[src/rtl/axi4_r_return_router_if.sv]
// -----------------------------------------------------------------------------
// axi4_r_return_router_if
//   AXI4 read-data (R) channel bundle for a group of N ports.
//   Each signal is an unpacked array indexed [0:N-1], one element per port.
//
//   Modports (named by AXI role; R data flows from slave to master):
//     slave  : drives RID/RDATA/RSTRB/RLAST/RVALID, receives RREADY.
//     master : receives RID/RDATA/RSTRB/RLAST/RVALID, drives RREADY.
//
//   Parameters:
//     N      : number of ports in the bundle
//     ID_W   : RID width
//     DATA_W : RDATA width (RSTRB is DATA_W/8)
// -----------------------------------------------------------------------------
interface axi4_r_return_router_if #(
  parameter int N      = 4,
  parameter int ID_W   = 4,
  parameter int DATA_W = 64
);
  localparam int STRB_W = DATA_W / 8;

  logic [ID_W-1:0]   RID    [0:N-1];
  logic [DATA_W-1:0] RDATA  [0:N-1];
  logic [STRB_W-1:0] RSTRB  [0:N-1];
  logic              RLAST  [0:N-1];
  logic              RVALID [0:N-1];
  logic              RREADY [0:N-1];

  modport slave (
    output RID, RDATA, RSTRB, RLAST, RVALID,
    input  RREADY
  );

  modport master (
    input  RID, RDATA, RSTRB, RLAST, RVALID,
    output RREADY
  );
endinterface

[src/rtl/axi4_r_return_router.sv]
// -----------------------------------------------------------------------------
// axi4_r_return_router
//   Routes AXI4 R beats from SLAVE_NUM slave-side ports back to MASTER_NUM
//   master-side ports. The top EXTRA_ID_LEN bits of each slave RID select the
//   destination master; those bits are stripped before the beat is forwarded.
//
//   Per master there is one arbiter and one R_BUF_DEPTH-beat FIFO:
//     - The arbiter is IDLE (round-robin from rr_ptr) or LOCKED to one slave
//       until that slave's RLAST, so bursts are never interleaved.
//     - Grant is combinational; an accepted beat is visible on the master
//       port on the next cycle when the FIFO was empty.
//     - s.RREADY depends only on arbiter state, requests and FIFO fullness,
//       never on m.RREADY (a full FIFO stalls even if it pops this cycle).
//
//   Ports:
//     ACLK   : clock, all state on the rising edge
//     ARESET : asynchronous active-high reset
//     s      : slave-side R bundle (router is the R sink), SLAVE_NUM ports,
//              RID width EXTRA_ID_LEN+R_ID_LEN
//     m      : master-side R bundle (router is the R source), MASTER_NUM
//              ports, RID width R_ID_LEN
// -----------------------------------------------------------------------------
module axi4_r_return_router #(
  parameter int MASTER_NUM   = 4,
  parameter int SLAVE_NUM    = 4,
  parameter int R_ID_LEN     = 4,
  parameter int EXTRA_ID_LEN = $clog2(MASTER_NUM),
  parameter int DATA_WIDTH   = 64,
  parameter int R_BUF_DEPTH  = 2
) (
  input logic                     ACLK,
  input logic                     ARESET,
  axi4_r_return_router_if.master  s,
  axi4_r_return_router_if.slave   m
);

  localparam int STRB_W   = DATA_WIDTH / 8;
  localparam int S_ID_LEN = EXTRA_ID_LEN + R_ID_LEN;
  localparam int SIDX_W   = (SLAVE_NUM > 1) ? $clog2(SLAVE_NUM) : 1;
  localparam int PTR_W    = (R_BUF_DEPTH > 1) ? $clog2(R_BUF_DEPTH) : 1;
  localparam int CNT_W    = $clog2(R_BUF_DEPTH + 1);

  typedef enum logic {
    ARB_IDLE,
    ARB_LOCKED
  } arb_state_e;

  typedef struct packed {
    logic [R_ID_LEN-1:0]   id;
    logic [DATA_WIDTH-1:0] data;
    logic [STRB_W-1:0]     strb;
    logic                  last;
  } beat_t;

  // (base + off) mod SLAVE_NUM, for off in 0..SLAVE_NUM-1
  function automatic logic [SIDX_W-1:0] wrap_add(input logic [SIDX_W-1:0] base,
                                                 input int off);
    int sum;
    sum = int'(base) + off;
    if (sum >= SLAVE_NUM) sum = sum - SLAVE_NUM;
    return SIDX_W'(sum);
  endfunction

  function automatic logic [PTR_W-1:0] ptr_inc(input logic [PTR_W-1:0] p);
    return (p == PTR_W'(R_BUF_DEPTH - 1)) ? '0 : p + PTR_W'(1);
  endfunction

  // ---------------------------------------------------------------------------
  // Request decode: slave i requests master mi when valid and prefix == mi.
  // A prefix >= MASTER_NUM matches no master, so that beat simply stalls.
  // ---------------------------------------------------------------------------
  logic [EXTRA_ID_LEN-1:0] prefix [SLAVE_NUM];
  logic [SLAVE_NUM-1:0]    req    [MASTER_NUM];

  always_comb begin
    // NOTE: every combinational output gets a default first so no path can
    // leave it unassigned and infer a latch.
    for (int i = 0; i < SLAVE_NUM; i++) begin
      prefix[i] = s.RID[i][S_ID_LEN-1 -: EXTRA_ID_LEN];
    end
    for (int mi = 0; mi < MASTER_NUM; mi++) begin
      req[mi] = '0;
      for (int i = 0; i < SLAVE_NUM; i++) begin
        req[mi][i] = s.RVALID[i] && (prefix[i] == EXTRA_ID_LEN'(mi));
      end
    end
  end

  // ---------------------------------------------------------------------------
  // Arbiter state and FIFO state
  // ---------------------------------------------------------------------------
  arb_state_e        state_q [MASTER_NUM];
  arb_state_e        state_d [MASTER_NUM];
  logic [SIDX_W-1:0] lock_q  [MASTER_NUM];
  logic [SIDX_W-1:0] lock_d  [MASTER_NUM];
  logic [SIDX_W-1:0] rr_q    [MASTER_NUM];
  logic [SIDX_W-1:0] rr_d    [MASTER_NUM];

  logic              gnt_vld [MASTER_NUM];
  logic [SIDX_W-1:0] gnt_idx [MASTER_NUM];
  beat_t             in_beat [MASTER_NUM];

  beat_t             mem     [MASTER_NUM][R_BUF_DEPTH];
  logic [PTR_W-1:0]  wr_q    [MASTER_NUM];
  logic [PTR_W-1:0]  rd_q    [MASTER_NUM];
  logic [CNT_W-1:0]  count_q [MASTER_NUM];
  logic              full    [MASTER_NUM];
  logic              empty   [MASTER_NUM];
  logic              push    [MASTER_NUM];
  logic              pop     [MASTER_NUM];
  beat_t             head    [MASTER_NUM];

  // ---------------------------------------------------------------------------
  // Grant: LOCKED serves only its owner; IDLE picks the first requester at or
  // after rr_ptr. The scan runs from the farthest offset down so the nearest
  // requester is the last (winning) assignment.
  // ---------------------------------------------------------------------------
  always_comb begin
    for (int mi = 0; mi < MASTER_NUM; mi++) begin
      gnt_vld[mi] = 1'b0;
      gnt_idx[mi] = '0;
      if (state_q[mi] == ARB_LOCKED) begin
        if (req[mi][lock_q[mi]]) begin
          gnt_vld[mi] = 1'b1;
          gnt_idx[mi] = lock_q[mi];
        end
      end else begin
        for (int k = SLAVE_NUM - 1; k >= 0; k--) begin
          if (req[mi][wrap_add(rr_q[mi], k)]) begin
            gnt_vld[mi] = 1'b1;
            gnt_idx[mi] = wrap_add(rr_q[mi], k);
          end
        end
      end
    end
  end

  // ---------------------------------------------------------------------------
  // Handshakes. Push is held off during reset so nothing is accepted or
  // written while ARESET is high. Full alone blocks a push (no same-cycle
  // pop bypass), which keeps s.RREADY independent of m.RREADY.
  // ---------------------------------------------------------------------------
  always_comb begin
    for (int mi = 0; mi < MASTER_NUM; mi++) begin
      full[mi]         = (count_q[mi] == CNT_W'(R_BUF_DEPTH));
      empty[mi]        = (count_q[mi] == '0);
      push[mi]         = gnt_vld[mi] && !full[mi] && !ARESET;
      pop[mi]          = !empty[mi] && m.RREADY[mi];
      in_beat[mi].id   = s.RID[gnt_idx[mi]][R_ID_LEN-1:0];
      in_beat[mi].data = s.RDATA[gnt_idx[mi]];
      in_beat[mi].strb = s.RSTRB[gnt_idx[mi]];
      in_beat[mi].last = s.RLAST[gnt_idx[mi]];
    end
  end

  // A slave is requested by at most one master (its prefix), so OR-ing the
  // per-master pushes back onto slave indices never conflicts.
  always_comb begin
    for (int i = 0; i < SLAVE_NUM; i++) begin
      s.RREADY[i] = 1'b0;
      for (int mi = 0; mi < MASTER_NUM; mi++) begin
        if (push[mi] && (gnt_idx[mi] == SIDX_W'(i))) s.RREADY[i] = 1'b1;
      end
    end
  end

  // ---------------------------------------------------------------------------
  // Arbiter next state
  // ---------------------------------------------------------------------------
  always_comb begin
    for (int mi = 0; mi < MASTER_NUM; mi++) begin
      state_d[mi] = state_q[mi];
      lock_d[mi]  = lock_q[mi];
      rr_d[mi]    = rr_q[mi];
      if (push[mi]) begin
        if (state_q[mi] == ARB_IDLE) begin
          if (in_beat[mi].last) begin
            rr_d[mi] = wrap_add(gnt_idx[mi], 1);
          end else begin
            state_d[mi] = ARB_LOCKED;
            lock_d[mi]  = gnt_idx[mi];
          end
        end else if (in_beat[mi].last) begin
          state_d[mi] = ARB_IDLE;
          rr_d[mi]    = wrap_add(lock_q[mi], 1);
        end
      end
    end
  end

  always_ff @(posedge ACLK or posedge ARESET) begin
    // NOTE: registered state uses non-blocking assignments so every flop
    // samples pre-edge values regardless of statement order.
    if (ARESET) begin
      for (int mi = 0; mi < MASTER_NUM; mi++) begin
        state_q[mi] <= ARB_IDLE;
        lock_q[mi]  <= '0;
        rr_q[mi]    <= '0;
      end
    end else begin
      for (int mi = 0; mi < MASTER_NUM; mi++) begin
        state_q[mi] <= state_d[mi];
        lock_q[mi]  <= lock_d[mi];
        rr_q[mi]    <= rr_d[mi];
      end
    end
  end

  // ---------------------------------------------------------------------------
  // Per-master FIFO control
  // ---------------------------------------------------------------------------
  always_ff @(posedge ACLK or posedge ARESET) begin
    if (ARESET) begin
      for (int mi = 0; mi < MASTER_NUM; mi++) begin
        wr_q[mi]    <= '0;
        rd_q[mi]    <= '0;
        count_q[mi] <= '0;
      end
    end else begin
      for (int mi = 0; mi < MASTER_NUM; mi++) begin
        if (push[mi]) wr_q[mi] <= ptr_inc(wr_q[mi]);
        if (pop[mi])  rd_q[mi] <= ptr_inc(rd_q[mi]);
        if (push[mi] && !pop[mi]) begin
          count_q[mi] <= count_q[mi] + CNT_W'(1);
        end else if (!push[mi] && pop[mi]) begin
          count_q[mi] <= count_q[mi] - CNT_W'(1);
        end
      end
    end
  end

  // NOTE: the beat storage is deliberately not reset; count_q alone says
  // which entries are valid, so clearing the array would buy nothing.
  always_ff @(posedge ACLK) begin
    for (int mi = 0; mi < MASTER_NUM; mi++) begin
      if (push[mi]) mem[mi][wr_q[mi]] <= in_beat[mi];
    end
  end

  // ---------------------------------------------------------------------------
  // Master-side outputs straight from the FIFO head; the head only moves on a
  // pop, so the payload holds while RVALID is high and RREADY is low.
  // ---------------------------------------------------------------------------
  always_comb begin
    for (int mi = 0; mi < MASTER_NUM; mi++) begin
      head[mi]      = mem[mi][rd_q[mi]];
      m.RVALID[mi]  = !empty[mi];
      m.RID[mi]     = head[mi].id;
      m.RDATA[mi]   = head[mi].data;
      m.RSTRB[mi]   = head[mi].strb;
      m.RLAST[mi]   = head[mi].last;
    end
  end

endmodule

[src/flat_wrapper.sv]
// flat-port wrapper written by rule: the top's interface ports become plain ports
module axi4_r_return_router_flat 
#(
  parameter int MASTER_NUM   = 4,
  parameter int SLAVE_NUM    = 4,
  parameter int R_ID_LEN     = 4,
  parameter int EXTRA_ID_LEN = $clog2(MASTER_NUM),
  parameter int DATA_WIDTH   = 64,
  parameter int R_BUF_DEPTH  = 2
)
  (ACLK, ARESET, s_RID, s_RDATA, s_RSTRB, s_RLAST, s_RVALID, s_RREADY, m_RID, m_RDATA, m_RSTRB, m_RLAST, m_RVALID, m_RREADY);
  axi4_r_return_router_if s_i ();
  axi4_r_return_router_if m_i ();
  input logic ACLK;
  input logic ARESET;
  input wire logic [$bits(s_i.RID)-1:0] s_RID;
  input wire logic [$bits(s_i.RDATA)-1:0] s_RDATA;
  input wire logic [$bits(s_i.RSTRB)-1:0] s_RSTRB;
  input wire logic [$bits(s_i.RLAST)-1:0] s_RLAST;
  input wire logic [$bits(s_i.RVALID)-1:0] s_RVALID;
  output wire logic [$bits(s_i.RREADY)-1:0] s_RREADY;
  output wire logic [$bits(m_i.RID)-1:0] m_RID;
  output wire logic [$bits(m_i.RDATA)-1:0] m_RDATA;
  output wire logic [$bits(m_i.RSTRB)-1:0] m_RSTRB;
  output wire logic [$bits(m_i.RLAST)-1:0] m_RLAST;
  output wire logic [$bits(m_i.RVALID)-1:0] m_RVALID;
  input wire logic [$bits(m_i.RREADY)-1:0] m_RREADY;
  assign s_i.RID = {>>{s_RID}};
  assign s_i.RDATA = {>>{s_RDATA}};
  assign s_i.RSTRB = {>>{s_RSTRB}};
  assign s_i.RLAST = {>>{s_RLAST}};
  assign s_i.RVALID = {>>{s_RVALID}};
  assign s_RREADY = {>>{s_i.RREADY}};
  assign m_RID = {>>{m_i.RID}};
  assign m_RDATA = {>>{m_i.RDATA}};
  assign m_RSTRB = {>>{m_i.RSTRB}};
  assign m_RLAST = {>>{m_i.RLAST}};
  assign m_RVALID = {>>{m_i.RVALID}};
  assign m_i.RREADY = {>>{m_RREADY}};
  axi4_r_return_router #(.MASTER_NUM(MASTER_NUM), .SLAVE_NUM(SLAVE_NUM), .R_ID_LEN(R_ID_LEN), .EXTRA_ID_LEN(EXTRA_ID_LEN), .DATA_WIDTH(DATA_WIDTH), .R_BUF_DEPTH(R_BUF_DEPTH)) u_core (.ACLK(ACLK), .ARESET(ARESET), .s(s_i), .m(m_i));
endmodule
[config.mk]
export PLATFORM = sky130hd
export DESIGN_NAME = axi4_r_return_router_flat
export DESIGN_NICKNAME = d
export VERILOG_FILES = /design/src/rtl/axi4_r_return_router_if.sv /design/src/rtl/axi4_r_return_router.sv /design/src/flat_wrapper.sv
export SDC_FILE = /design/constraint.sdc
export NUM_CORES = 1
export LEC_CHECK = 0
export ABC_AREA = 1
export CAP_MARGIN = 40
export CORE_AREA = 5 5 245 247
export CTS_CLUSTER_SIZE = 24
export DETAILED_ROUTE_END_ITERATION = 8
export DIE_AREA = 0 0 250 252
export PLACE_DENSITY_LB_ADDON = 0.25
export SLEW_MARGIN = 15
export SYNTH_ARGS = -nofsm -noshare
export SYNTH_HDL_FRONTEND = slang
export SYNTH_SLANG_ARGS = --single-unit
[constraint.sdc]
create_clock -name ACLK -period 2.3 [get_ports ACLK]
set_input_delay 0.23 -clock ACLK [delete_from_list [all_inputs] [get_ports ACLK]]
set_output_delay 0.23 -clock ACLK [all_outputs]
set_load 0.01 [all_outputs]
Word-level counts from Yosys, hierarchy flattened
Memory sizes are Yosys's and may differ from the RTL's.
Cells that the tools add are included.
- muxes and demuxes: 261
- bitwise gates (word level): 20
- $lt $le $gt $ge: 60
- add/sub/neg operators: 60
- eq/ne operators: 16
- reductions and logical operators: 80
- operators by type and width (kind ; count):
    154-bit 2-to-1 mux ; 10
    77-bit 2-to-1 mux ; 16
    64-bit binary-select mux with 2-bit select ; 4
    64-bit 2-to-1 mux ; 8
    154-bit OR reduction ; 3
    77-bit demux with 1-bit select ; 4
    2-bit 2-to-1 mux ; 87
    1-bit 2-to-1 mux ; 84
    3-bit greater-or-equal comparator, second input constant ; 24
    8-bit binary-select mux with 2-bit select ; 4
    8-bit 2-to-1 mux ; 8
    2-bit by 3-bit < comparator with 1-bit output, second input constant ; 20
    2-bit by 1-bit subtractor with 2-bit output, second input constant ; 28
    1-bit binary-select mux with 2-bit select ; 24
    1-bit logical AND ; 40
    2-bit by 1-bit adder with 3-bit output, second input constant ; 12
    4-bit binary-select mux with 2-bit select ; 4
    4-bit 2-to-1 mux ; 8
    2-bit by 2-bit adder with 3-bit output, second input constant ; 8
    2-bit == test, second input constant ; 12
    1-bit logical NOT ; 17
    2-bit greater-or-equal comparator, second input constant ; 8
    2-bit logical NOT ; 8
    1-bit NOT with 2-bit output ; 8
    10 further kinds ; 48
- output and inout bits: 316
- bits in registers: 36
- input bits: 318
- memory bits (writable): 616
- memories: 1
- memory list (name ; words ; width ; rd ports ; clocked after Yosys merged registers in ; wr ports ; RTL line ; RTL):
    u_core.mem ; 4 ; 154 ; 4 ; 0 ; 1 ; axi4_r_return_router.sv:103 ; beat_t mem [MASTER_NUM][R_BUF_DEPTH];

Longest topological paths before layout
- depth in word-level cells: 19
- depth in mapped cells: 6
- mapped depth without buffers: 6

Least setup slack after synthesis
Ideal clock, no wire load.
- kind: register to register
- start point: reg u_core.count_q[4] (netlist name)
- end point: reg u_core.count_q[4] (netlist name)
- period minus slack after synthesis: 908 ps
- required time: 2184 ps
- path slack: 1392 ps
- setup time: 116 ps
- stages on the path, launching flop included: 7
- buffers on the path: 0
- arrival: 791 ps
- cell sequence: dfrtp_1 inv_1 ha_1 inv_2 nand2_2 nand2_1 nand2_1
- elaborated cells between the ends (all ways): 16
- RTL lines (item ; RTL line ; RTL):
    start, declared ; axi4_r_return_router.sv:106 ; logic [CNT_W-1:0] count_q [MASTER_NUM];
    start signal, assigned by index ; axi4_r_return_router.sv:224 ; count_q[mi] <= count_q[mi] + CNT_W'(1);
    start signal, assigned by index ; axi4_r_return_router.sv:226 ; count_q[mi] <= count_q[mi] - CNT_W'(1);
    2-bit logical NOT * ; axi4_r_return_router.sv:146 ; empty[mi] = (count_q[mi] == '0);
    1-bit logical NOT * ; n/a ;
    net m_RVALID[2] ; flat_wrapper.sv:26 ; output wire logic [$bits(m_i.RVALID)-1:0] m_RVALID;
    1-bit logical AND * ; axi4_r_return_router.sv:148 ; pop[mi] = !empty[mi] && m.RREADY[mi];
    1-bit logical NOT ; axi4_r_return_router.sv:223 ; if (push[mi] && !pop[mi]) begin
    1-bit logical AND ; axi4_r_return_router.sv:223 ;
    2-bit 2-to-1 mux / 2-bit nonzero test (equally long branches) ; n/a ;
The timed path passes the listed nets; every way through them passes the cells marked *. The select of a mux whose other input is x is not followed.
A chain may end at the register's enable or synchronous reset.

Worst setup path in the final report
- start point: reg u_core.count_q[6] (netlist name)
- end point: out m_RVALID[3]
- cells in the longest elaborated chain, start to end: 2
- ends and longest elaborated chain (item ; RTL line ; RTL):
    2-bit logical NOT ; axi4_r_return_router.sv:146 ;
    1-bit logical NOT ; axi4_r_return_router.sv:247 ; m.RVALID[mi] = !empty[mi];
    end, declared ; flat_wrapper.sv:26 ;
Every way passes these cells.

==> results by group <==
Yosys
  • Synth Area in Compound Gates: 0%
  • Syn. warnings: 0
  • Synthesized area per cell: 7.53 um2
  • Ys async rst share: 100%
  • Count leader, synth: buf_4
  • Post-synth top cells: buf_4, nand2_1, inv_1
  • Synth unique cells: 9
  • EDFF count, synth: 0
  • Post-synthesis simple-gate area fraction: 4.49%
  • Synth Register Bits: 8
  • Multiplexer share of the synthesized area: 0%
  • Ys flop type: dfrtp_1
  • Synthesized area: 2790 um2
  • Yosys top cell by area: buf_4
  • Register area share after synthesis: 7.19%
  • Post-synthesis xor/xnor area fraction: 0%
  • Post-Synth Adder-Cell Area: 1.80%
  • Synthesized netlist cell count: 370
  • Yosys top cell area share: 84.1%
  • Ranking of synthesized cells by area: buf_4, dfrtp_1, nand2_1
  • Largest family of logic cells by synthesized area: buffers and inverters

Critical path
  • Worst R2R Start: u_core.count_q[6]
  • Data arrival time of the worst path: 1480 ps
  • Reg2reg path depth: 6
  • Crit path launch: u_core.count_q[6]
  • Reg2reg setup slack: 1350 ps
  • Worst-path fanout max: 4
  • CP endpoint kind: output port
  • Sequence of cells on the critical path: inv_1 > ha_1 > inv_2 > clkdlybuf4s50_1
  • Startpoint types: register
  • Critical path class: reg -> out
  • Delay of the slowest cell on the worst path: 560 ps
  • Reg2reg end: u_core.count_q[7]
  • Critical-path top delay cell: clkdlybuf4s50_1
  • CP required: 2070 ps

Global routing
  • Initial antenna violation count: 0
  • Total track usage: 0.560%
  • Vias in the first global route: 726
  • Largest net degree at the start of global routing: 9
  • First-pass GRT wire length: 3070 um
  • Global route overflow: 0

Layout
  • Post-synthesis to final-layout area growth: -1.89%
  • Area of the multi-input gates: 1350 um2
  • Largest Register: u_core.count_q
  • Final std cells w/o fill: 1146
  • Largest regs: u_core.count_q (8)
  • Max FFs per register: 8
  • # diodes: 0
  • Sequential Area: 200 um2
  • Fillers: 6798
  • Nets: 705
  • Layout cells sized above 1: 2.89%

Drt
  • Detailed-route wire length per cell: 2.93 um
  • Post-route ant nets: 0
  • DRC Markers: 0
  • Total wire length: 3360 um
  • DR vias/cell: 0.989
  • Initial drt markers: 20
  • Via Count: 1133
  • DRT Pass-1 Iters: 4

Pwr
  • Leakage: 1.33 nW
  • PwrDens: 252 nW/um2
  • Total Power: 0.688 mW
  • Worst vdd ir: 226 uV

Floorplanning
  • Site Rows: 88
  • Starting density of the core: 4.86%
  • Io pins: 634
  • Die width: 250 um
  • Core Area: 57400 um2
  • Die area: 63000 um2
  • Die Y: 252 um

Clock network
  • Htree depth: 1
  • TritonCTS clock tree: built
  • CTS Buf Count: 3
  • Root Buffer Master: clkbuf_16
  • Clock buffer depth: 2
  • CTS sink cnt: 8
  • Clock edge transition at the registers on the reported setup and hold paths: 40 ps
  • Clk_lat worst skew: 230 ps
  • Setup repair bufs after CTS: 0
  • Post_cts resized: 0
  • Hold_buf cts: 0

Timing
  • Final period utilization: 74.2%
  • Min Tclk post-route: 1710 ps
  • Total negative setup slack: 0 ps
  • Clk_skew: 0.133 ps
  • Max Clock Freq: 586 MHz
  • Fin. Hold Viols: 0
  • Slew Limit Fails: 0
  • Post-route setup slack: 592 ps
  • RSZ-0062 raised after global routing: no
  • Setup Viol. Count Final: 0

Min path
  • Hold Path Class: in -> async

Place
  • Post-Place Worst Slack: 833 ps
  • Hpwl dp: 3230 um
  • IO Port Bufs: 9
  • Placed Cells: 1143
  • Placer Congestion: 0.551

Job
  • Max-cap check violation count: 0

Outcome
  • Status: completed
logic make-up (layout without fill, tap and decap cells):
logic type,after synthesis,in the layout
buffers and inverters,329,29
AND/OR/NAND/NOR,28,28
flip-flops,8,8
adder cells (fa/ha/maj),4,4
other,1,312
layout by cell type, fill, tap and decap left out:
| cell type | n |
|---|---|
| conb_1 | 312 |
| nand2_1 | 16 |
| inv_1 | 13 |
| clkdlybuf4s50_1 | 9 |
| nand3_1 | 8 |
| dfrtp_1 | 8 |
| inv_2 | 4 |
| nand2_2 | 4 |
| ha_1 | 4 |
| clkbuf_16 | 3 |
metrics by stage:
step | hold slack [ps] | area [um2] | utilization [%]
floorplan | 45.7 | 3950 | -
global placement | 456 | 2660 | 4.63
detailed placement | 460 | 2660 | 4.63
CTS | 289 | 2730 | 4.76
global route | 314 | 2730 | 4.76
finish | 260 | 2730 | 4.76
worst max-delay path by stage:
stage | end | cells past startpoint
after floorplan | u_core.count_q[4] | 6
after global placement | m_RVALID[3] | 4
after detailed placement | m_RVALID[3] | 4
after CTS | m_RVALID[3] | 4
after global routing | m_RVALID[1] | 4
final | m_RVALID[3] | 4
critical path: cells and delay by family (launching register included):
family	cells	cell delay, ps
buffers and inverters	3	710
flip-flops	1	340
adder cells (fa/ha/maj)	1	200
area by class of cell:
class / instances / area share (%)
clock buffers: 3 / 2.75
inverters: 17 / 2.34
repair buffers: 9 / 3.30
well taps: 765 / 35.0
flip-flops and latches: 8 / 7.33
multi-input cells: 344 / 49.3
power breakdown:
group	internal, mW	switching [mW]
combinational	0.00761	0.247
clock	0.224	0.0682
sequential	0.141	0
layer usage:
layer	GRT usage, %	wire (um)	up-vias	part of all wire, %
met5	0	0	-	0
met4	0.327	16	0	0.48
met3	0.175	805	2	24
met2	0.989	1820	158	54
met1	0.589	716	471	21
li1	-	-	502	-
Power figures use the tool's default switching activity.
